`src/rtl/fft_r22sdf_ctrl_if.sv`:
```
// Control bundle between the R2^2 SDF sequencer and the datapath it steers.
interface fft_r22sdf_ctrl_if #(
    parameter int unsigned LOG2N = 10
);
    logic                         valid_i;
    logic [LOG2N-1:0]             sel_o;
    logic [LOG2N/2-1:0]           jswap_o;
    logic [(LOG2N/2-1)*LOG2N-1:0] tw_exp_o;
    logic                         valid_o;
    logic                         sof_o;
    logic                         eof_o;
    logic                         busy_o;
    logic                         err_o;

    modport master (
        output valid_i,
        input  sel_o, jswap_o, tw_exp_o, valid_o, sof_o, eof_o, busy_o, err_o
    );

    modport slave (
        input  valid_i,
        output sel_o, jswap_o, tw_exp_o, valid_o, sof_o, eof_o, busy_o, err_o
    );
endinterface

```
`src/rtl/fft_r22sdf_ctrl.sv`:
```
// Sequencer for a radix-2^2 single-path delay-feedback FFT: frame index tracking, butterfly
// sel/-j controls, twiddle exponents and latency-aligned output framing.
module fft_r22sdf_ctrl #(
    parameter int unsigned LOG2N     = 10,
    parameter int unsigned STAGE_LAT = 1,
    parameter int unsigned MUL_LAT   = 2,
    parameter int unsigned TW_LAT    = 1
) (
    input  logic             clk_i,
    input  logic             rst_i,
    fft_r22sdf_ctrl_if.slave bus_io
);
    localparam int unsigned N    = 1 << LOG2N;
    localparam int unsigned NMUL = LOG2N / 2 - 1;
    localparam int unsigned LAT  = N - 1 + LOG2N * STAGE_LAT + NMUL * MUL_LAT;
    localparam int unsigned CW   = $clog2(LAT + 1);
    localparam int unsigned TWW  = NMUL * LOG2N;

    typedef enum logic [1:0] {StIdle, StRun, StDrain} state_e;

    state_e             r_state, w_state_d;
    logic [LOG2N-1:0]   r_ctr, w_ctr_d;
    logic [CW-1:0]      r_drain, w_drain_d;
    logic               r_err, w_err_d;
    logic               w_acc, w_flush;
    logic [LAT-1:0]     r_vchain, r_schain, r_echain;
    logic [LOG2N-1:0]   r_sel, w_sel_d;
    logic [LOG2N/2-1:0] r_jswap, w_jswap_d;
    logic [TWW-1:0]     r_tw, w_tw_d;
    logic [LOG2N-1:0]   w_p, w_q, w_br, w_r, w_e;

    always_comb begin
        w_state_d = r_state;
        w_ctr_d   = r_ctr;
        w_drain_d = r_drain;
        w_err_d   = r_err;
        w_acc     = 1'b0;
        w_flush   = 1'b0;
        case (r_state)
            StIdle: begin
                if (bus_io.valid_i) begin
                    w_state_d = StRun;
                    w_ctr_d   = LOG2N'(1);
                    w_acc     = 1'b1;
                end
            end
            StRun: begin
                w_ctr_d = r_ctr + 1'b1;
                if (bus_io.valid_i) begin
                    w_acc = 1'b1;
                end else if (r_ctr == '0) begin
                    w_state_d = StDrain;
                    w_drain_d = CW'(LAT);
                end else begin
                    // Gap mid-frame: the delay lines are now misaligned, so drop everything.
                    w_err_d   = 1'b1;
                    w_state_d = StIdle;
                    w_ctr_d   = '0;
                    w_flush   = 1'b1;
                end
            end
            StDrain: begin
                w_ctr_d = r_ctr + 1'b1;
                if (bus_io.valid_i && (r_ctr == '0)) begin
                    w_acc     = 1'b1;
                    w_state_d = StRun;
                    w_drain_d = '0;
                end else begin
                    if (bus_io.valid_i) begin
                        w_err_d = 1'b1;
                    end
                    if (r_drain == CW'(1)) begin
                        w_state_d = StIdle;
                        w_drain_d = '0;
                        w_ctr_d   = '0;
                    end else begin
                        w_drain_d = r_drain - 1'b1;
                    end
                end
            end
            default: w_state_d = StIdle;
        endcase
    end

    // Controls are computed from the next index so the registered copy lines up with r_ctr.
    always_comb begin
        w_sel_d   = '0;
        w_jswap_d = '0;
        w_tw_d    = '0;
        w_p       = '0;
        w_q       = '0;
        w_br      = '0;
        w_r       = '0;
        w_e       = '0;
        if (w_state_d != StIdle) begin
            for (int k = 0; k < int'(LOG2N); k++) begin
                w_p        = w_ctr_d - LOG2N'(k * STAGE_LAT + (k / 2) * MUL_LAT);
                w_sel_d[k] = w_p[LOG2N-1-k];
            end
            for (int j = 0; j < int'(LOG2N / 2); j++) begin
                w_p          = w_ctr_d - LOG2N'((2 * j + 1) * STAGE_LAT + j * MUL_LAT);
                w_jswap_d[j] = &w_p[LOG2N-2*j-1 -: 2];
            end
            for (int j = 0; j < int'(NMUL); j++) begin
                w_q = w_ctr_d - LOG2N'((2 * j + 2) * STAGE_LAT + (j + 1) * MUL_LAT)
                    + LOG2N'(TW_LAT + MUL_LAT);
                w_br      = '0;
                w_br[1:0] = {w_q[LOG2N-2*j-2], w_q[LOG2N-2*j-1]};
                w_r       = w_q & LOG2N'((1 << (LOG2N - 2 * j - 2)) - 1);
                w_e       = (w_br * w_r) << (2 * j);
                w_tw_d[j*LOG2N +: LOG2N] = w_e;
            end
        end
    end

    always_ff @(posedge clk_i) begin
        if (rst_i) begin
            r_state  <= StIdle;
            r_ctr    <= '0;
            r_drain  <= '0;
            r_err    <= 1'b0;
            r_vchain <= '0;
            r_schain <= '0;
            r_echain <= '0;
            r_sel    <= '0;
            r_jswap  <= '0;
            r_tw     <= '0;
        end else begin
            r_state <= w_state_d;
            r_ctr   <= w_ctr_d;
            r_drain <= w_drain_d;
            r_err   <= w_err_d;
            r_sel   <= w_sel_d;
            r_jswap <= w_jswap_d;
            r_tw    <= w_tw_d;
            if (w_flush) begin
                r_vchain <= '0;
                r_schain <= '0;
                r_echain <= '0;
            end else begin
                r_vchain <= {r_vchain[LAT-2:0], w_acc};
                r_schain <= {r_schain[LAT-2:0], w_acc & (r_ctr == '0)};
                r_echain <= {r_echain[LAT-2:0], w_acc & (&r_ctr)};
            end
        end
    end

    assign bus_io.sel_o    = r_sel;
    assign bus_io.jswap_o  = r_jswap;
    assign bus_io.tw_exp_o = r_tw;
    assign bus_io.valid_o  = r_vchain[LAT-1];
    assign bus_io.sof_o    = r_schain[LAT-1];
    assign bus_io.eof_o    = r_echain[LAT-1];
    assign bus_io.busy_o   = (r_state != StIdle);
    assign bus_io.err_o    = r_err;
endmodule

```
`src/flat_wrapper.sv`:
```
// flat-port wrapper written by rule: the top's interface ports become plain ports
module fft_r22sdf_ctrl_flat 
#(
    parameter int unsigned LOG2N     = 10,
    parameter int unsigned STAGE_LAT = 1,
    parameter int unsigned MUL_LAT   = 2,
    parameter int unsigned TW_LAT    = 1
)
  (clk_i, rst_i, bus_io_valid_i, bus_io_sel_o, bus_io_jswap_o, bus_io_tw_exp_o, bus_io_valid_o, bus_io_sof_o, bus_io_eof_o, bus_io_busy_o, bus_io_err_o);
  fft_r22sdf_ctrl_if #(.LOG2N(LOG2N)) bus_io_i ();
  input  logic clk_i;
  input  logic rst_i;
  input wire logic [$bits(bus_io_i.valid_i)-1:0] bus_io_valid_i;
  output wire logic [$bits(bus_io_i.sel_o)-1:0] bus_io_sel_o;
  output wire logic [$bits(bus_io_i.jswap_o)-1:0] bus_io_jswap_o;
  output wire logic [$bits(bus_io_i.tw_exp_o)-1:0] bus_io_tw_exp_o;
  output wire logic [$bits(bus_io_i.valid_o)-1:0] bus_io_valid_o;
  output wire logic [$bits(bus_io_i.sof_o)-1:0] bus_io_sof_o;
  output wire logic [$bits(bus_io_i.eof_o)-1:0] bus_io_eof_o;
  output wire logic [$bits(bus_io_i.busy_o)-1:0] bus_io_busy_o;
  output wire logic [$bits(bus_io_i.err_o)-1:0] bus_io_err_o;
  assign bus_io_i.valid_i = bus_io_valid_i;
  assign bus_io_sel_o = bus_io_i.sel_o;
  assign bus_io_jswap_o = bus_io_i.jswap_o;
  assign bus_io_tw_exp_o = bus_io_i.tw_exp_o;
  assign bus_io_valid_o = bus_io_i.valid_o;
  assign bus_io_sof_o = bus_io_i.sof_o;
  assign bus_io_eof_o = bus_io_i.eof_o;
  assign bus_io_busy_o = bus_io_i.busy_o;
  assign bus_io_err_o = bus_io_i.err_o;
  fft_r22sdf_ctrl #(.LOG2N(LOG2N), .STAGE_LAT(STAGE_LAT), .MUL_LAT(MUL_LAT), .TW_LAT(TW_LAT)) u_core (.clk_i(clk_i), .rst_i(rst_i), .bus_io(bus_io_i));
endmodule
```
`config.mk`:
```
export PLATFORM = sky130hd
export DESIGN_NAME = fft_r22sdf_ctrl_flat
export DESIGN_NICKNAME = d
export VERILOG_FILES = /design/src/rtl/fft_r22sdf_ctrl_if.sv /design/src/rtl/fft_r22sdf_ctrl.sv /design/src/flat_wrapper.sv
export SDC_FILE = /design/constraint.sdc
export NUM_CORES = 2
export LEC_CHECK = 0
export BUFFER_PORTS_ARGS = -buffer_cell sky130_fd_sc_hd__buf_2
export CAP_MARGIN = 20
export CELL_PAD_IN_SITES_DETAIL_PLACEMENT = 0
export CELL_PAD_IN_SITES_GLOBAL_PLACEMENT = 1
export CORE_MARGIN = 1.5
export CORE_UTILIZATION = 45
export CTS_CLUSTER_SIZE = 8
export DETAILED_ROUTE_END_ITERATION = 6
export PLACE_DENSITY = 0.76
export SLEW_MARGIN = 20
export SYNTH_ARGS = -nofsm -noshare
export SYNTH_HDL_FRONTEND = slang
export SYNTH_SLANG_ARGS = --single-unit
```
`constraint.sdc`:
```
create_clock -name clk_i -period 5.42 [get_ports clk_i]
set_clock_uncertainty 0.1 [all_clocks]
set_input_delay 0.271 -clock clk_i [delete_from_list [all_inputs] [get_ports clk_i]]
set_output_delay 0.271 -clock clk_i [all_outputs]
set_load 0.02 [all_outputs]
```
# After elaboration in Yosys (flattened, before gate mapping)
# Index checks and enable logic that the tools add are counted.
# word_totals
ff_bits,3202
in_bits,3
output_inout_bits,60
word_cells,86
# classes
add_sub_neg,15
n_mul,4
n_eq_ne,8
mux,28
bitwise_logic,3
n_reduce_logical,17
# op_table
op,n
$mux W10,5
$mux W11,4
$pmux W10 S3,1
$pmux W11 S2,1
$sub A6 B4 Y6 const B,2
$eq A11 B1 Y1 const B,1
$sub A11 B1 Y11 const B,1
$add A10 B1 Y10 const B,1
$add A10 B2 Y10 const B,1
$logic_not A10 Y1,1
$mul A2 B8 Y10,1
$mux W2,5
$reduce_and A10 Y1,1
$reduce_and A2 Y1,5
$sub A10 B1 Y10 const B,1
$sub A10 B3 Y10 const B,1
$mux W1,9
$add A8 B2 Y8 const B,1
$mul A2 B6 Y8,1
$ne A2 B2 Y1 const B,4
$sub A8 B3 Y8 const B,1
$sub A8 B4 Y8 const B,1
$add A6 B2 Y6 const B,1
$mul A2 B4 Y6,1
other kinds (18),24

# Depth between registers and ports, before layout
# logic_depth
word_depth,7
mapped_depth,27

# Least setup slack after synthesis
# Ideal clock, no wire load.
# synth_path
kind,reg2reg
start,register u_core.r_ctr[0]
end,register u_core.r_tw[8] (netlist: u_core.bus_io.tw_exp_o[8])
setup_time_ps,121
arrival_ps,5395
path_slack_ps,-196
stages_incl_launch_ff,27
synth_period_minus_slack_ps,5616
path_cell_list,dfxtp_1 > inv_1 > ha_1 > or3b_2 > nor3_4 > a221oi_1 > or3_1 > o21ai_2 > inv_1 > ha_1 > o21ai_0 > o211ai_1 > xnor2_1 > nor4bb_1 > nand4_1 > and2_1 > buf_6 > nor2_1 > ha_1 > a21o_1 > a21o_1 > a21o_1 > a21oi_1 > nor2b_1 > o21ai_0 > a21oi_1 > mux2_4
# synth_via
elab_chain_len,7
word_cells_on_any_way,19
classes_between,3 x add/sub; 1 x mul; 10 x mux; 1 x bitwise; 4 x reduce/logical
# synth_lines
item,line_no,source
start: declaration,fft_r22sdf_ctrl.sv:22,"logic [LOG2N-1:0] r_ctr, w_ctr_d;"
start signal: assignment,fft_r22sdf_ctrl.sv:130,r_ctr <= w_ctr_d;
$add A10 B1 Y10 or $logic_not A10 Y1 (tied branches),n/a,
"$mux W10, or another cell as far along",fft_r22sdf_ctrl.sv:72,if (r_drain == CW'(1)) begin
$mux W10 (on tied branches),"fft_r22sdf_ctrl.sv:64, fft_r22sdf_ctrl.sv:49",
$pmux W10 S3 *,fft_r22sdf_ctrl.sv:39,case (r_state)
named net u_core.w_ctr_d[3],fft_r22sdf_ctrl.sv:22,
$sub A10 B3 Y10 *,n/a,
$add A10 B2 Y10 *,fft_r22sdf_ctrl.sv:106,+ LOG2N'(TW_LAT + MUL_LAT);
$mul A2 B8 Y10 *,fft_r22sdf_ctrl.sv:110,w_e = (w_br * w_r) << (2 * j);
end signal: assignment,fft_r22sdf_ctrl.sv:135,r_tw <= w_tw_d;
end: declaration,fft_r22sdf_ctrl.sv:29,"logic [TWW-1:0] r_tw, w_tw_d;"
# The timed path passes the listed nets; every way through them passes the cells marked *.
# A chain may end at the register's enable or synchronous reset.

# Worst setup path in the final report
# layout_path
start,register u_core.r_ctr[0]
end,register u_core.r_tw[9] (netlist: u_core.bus_io.tw_exp_o[9])
# Same word-level chain as after synthesis.

==> out/results.txt <==
Critical Path AT: 5820 ps
Max-cap violations: 0
Least-Margin Pin Slew: 976 ps
DIE AREA: 197000 um^2
Place WS: -98.0 ps
I/O pin cnt: 63
Final min period: 5210 ps
Max H-tree Level: 5
max_slew headroom: 34.5%
Area Overhead vs Synth: 16.6%
die width: 444 um
max frequency: 192 MHz
critical path class: register to register
Final period util: 96.1%
Synth Area per Inst: 12.4 um^2
Die Ht: 444 um
critical path endpoint category: register
CTS max path bufs: 4
Nets: 7332
Final ANT Viol Nets: 0
DRC viols: 0
GRT overflow: 0
Synth Instances: 7073
Cell Area, Synth: 87400 um^2
drt total wl: 115000 um
Synth Area in Adders: 0.512%
Synth cell types: 67
post-synthesis mux area share: 0.0401%
TritonCTS Sinks: 3190
clock root cell: clkbuf_16
setup slack after layout: 212 ps
drt first pass iters: 4
post-layout util: 52.9%
WHS: 265 ps
Synth Area in Compound Gates: 0.690%
placed inst area: 90200 um^2
Filler Cell Count: 16.1k
startpoint types: register
non-filler cells, final: 9842
ys flop type: dfxtp_1
antenna violations before repair: 1
Worst-Skew Late Latency: 920 ps
outcome: finished, final reports clean
PwrDens: 467 nW/um^2
Vias/cell: 4.20
XOR/XNOR share of the synthesized area: 0.458%
initial drt markers: 1866
Final Hold Fails: 0
largest family of logic cells by synthesized area: simple AND/OR/NAND/NOR gates
share of layout cells above drive strength 1: 8.86%
vias in the first global route: 41.4k
CP required: 6030 ps
post-route design area: 102000 um^2
core footprint: 193000 um^2
Starting Density: 45.4%
Max Slew Vio Count: 0
Seq/Total Area, Yosys: 73.0%
Clock transition at path regs: 50 ps
Max Fanout on Critical Path: 4
# setup viols final: 0
cts bufs inserted: 450
HP Class: register to register
post-placement cell count: 9358
Worst VDD drop: 0.000303 V
CTS tree: built
Final Wtd Congestion: 0.760
EDFF count, synth: 0
synth warn: 0
P_leak: 42.8 nW
DP HPWL: 54700 um
Post-synth ARST share: 0%
standard-cell rows: 161
Port Buffers: 50
largest net degree at the start of global routing: 358
routed length per instance: 11.7 um
vias after detailed routing: 41.3k
first-pass GRT wire length: 202000 um
overall routing resource usage: 12.0%
Simple-Gate Fraction of Synth Area: 23.5%
flops & latches, synth: 3190
-- through the flow --
| stage | power, mW | TNS, ps |
|---|---|---|
| after floorplan | 24.6 | 0 |
| after global placement | 24.9 | -36.2 |
| after detailed placement | 24.9 | -139 |
| after CTS | 48.5 | 0 |
| after global routing | 49.6 | -229 |
| final | 47.7 | 0 |
-- cell families (layout without fill, tap and decap cells) --
| kind of cell | after synthesis | after routing |
|---|---|---|
| compound gates | 88 | 88 |
| xor+xnor | 44 | 44 |
| fa+ha+maj | 34 | 34 |
| buf+inv | 394 | 623 |
| flops | 3190 | 3190 |
| mux | 3 | 3 |
| other cells | 1 | 15 |
| simple gates | 3319 | 3319 |
-- critical path: stages (launching register included) --
cell and delay, ps:
dfxtp_1 310, inv_2 60, ha_1 130, or3b_4 420, o31ai_4 280, a221oi_2 120, or3_1 340, o21ai_2 100
inv_2 60, buf_4 160, ha_4 170, inv_2 60, a21oi_2 60, nor4b_4 320, nand4_1 190, nor3_2 210
xor2_2 280, nor2_1 80, ha_1 210, fa_1 410, a21o_1 200, a21o_1 200, a21o_1 190, a21oi_2 160
nand2b_1 140, a2111oi_2 70
-- final timing paths --
check / startpoint / endpoint / slack, ps / depth (start not counted)
worst min-delay path: u_core.r_echain[336] / u_core.r_echain[337] / 260 / 1
worst min register to register: u_core.r_echain[336] / u_core.r_echain[337] / 260 / 1
worst max register to register: u_core.r_ctr[0] / u_core.bus_io.tw_exp_o[9] / 210 / 25
worst max-delay path: u_core.r_ctr[0] / u_core.bus_io.tw_exp_o[9] / 210 / 25
-- report_power, final --
part | total (mW) | switching (mW) | internal, mW
combinational | 0.837 | 0.603 | 0.234
clock | 23.2 | 8.71 | 14.5
sequential | 23.6 | 0.0480 | 23.6
total | 47.7 | 9.36 | 38.3
-- repair_timing --
item | 4_1_cts | 5_1_grt
endpoints found under the setup margin | 3 | 4
hold buffers | 3 | 0
pin swaps | 2 | 20
hold endpoints to repair | 26 | 0
cloned | 0 | 0
buffers inserted | 2 | 5
gates resized for setup | 5 | 29
-- Yosys cell counts, types with 2 or more instances --
library cell | instances | area [um^2]
or3_1 | 7 | 43.8
inv_1 | 22 | 82.6
nand2b_1 | 7 | 43.8
or4_1 | 2 | 15.0
fa_1 | 3 | 60.1
a31oi_1 | 3 | 18.8
dfxtp_1 | 3190 | 63900
o21ai_0 | 11 | 55.1
a21o_1 | 15 | 113
a21oi_1 | 32 | 160
a31o_2 | 2 | 17.5
and2_1 | 3124 | 19500
a211oi_1 | 2 | 15.0
o211ai_1 | 2 | 15.0
nand2_1 | 20 | 75.1
nor3_1 | 13 | 65.1
buf_4 | 13 | 97.6
and3_1 | 2 | 12.5
buf_6 | 2 | 22.5
nor4_1 | 7 | 43.8
clkbuf_1 | 355 | 1330
nor2_1 | 84 | 315
ha_1 | 31 | 388
nand3_1 | 10 | 50.1
nand4_1 | 4 | 25.0
nor3_2 | 2 | 20.0
xor2_1 | 12 | 105
o21a_1 | 2 | 15.0
nor2b_1 | 23 | 144
mux2i_1 | 2 | 20.0
xnor2_1 | 30 | 263
or2_2 | 4 | 25.0
-- cells in the final DEF (no fill, tap or decap), drive strengths merged, types with 3 or more instances in the layout --
cell type	instances
a21o	15
a21oi	33
a31o	3
a31oi	4
and2	3124
buf	128
clkbuf	454
clkinv	7
conb	12
dfxtp	3190
diode	3
dlygate4sd3	3
fa	3
ha	31
inv	30
nand2	21
nand2b	7
nand3	10
nand4	4
nor2	85
nor2b	23
nor3	16
nor4	7
o21ai	13
or2	4
or3	7
or4	3
xnor2	31
xor2	13
-- metal layers --
| layer | wire length [um] | GRT usage (%) | vias to the layer above | part of all wire [%] |
|---|---|---|---|---|
| met5 | 0 | 0 | - | 0 |
| met4 | 3830 | 5.76 | 0 | 3.3 |
| met3 | 4730 | 3.20 | 324 | 4.1 |
| met2 | 47400 | 17.0 | 501 | 41 |
| met1 | 59300 | 17.0 | 18900 | 51 |
| li1 | - | - | 21600 | - |
-- registers in the layout, indices dropped and copies added (netlist names) --
signal                  count
u_core.bus_io.jswap_o       5
u_core.r_schain          1041
u_core.bus_io.sel_o        10
u_core.r_drain             11
u_core.r_state              2
u_core.r_ctr               10
u_core.bus_io.tw_exp_o     28
u_core.r_vchain          1041
u_core.r_echain          1041
u_core.bus_io.err_o         1
-- area by class of cell --
cell class,instances,area (um^2),area share [%]
clock buffers,454,11300,11.1
well taps,2526,3160,3.10
multi-input cells,3500,22300,21.8
diodes,3,7.51,0.00736
flip-flops and latches,3190,63900,62.6
clock inverters,16,194,0.190
repair buffers,131,1080,1.06
inverters,22,82.6,0.0810
(Power assumes the default switching activity.)
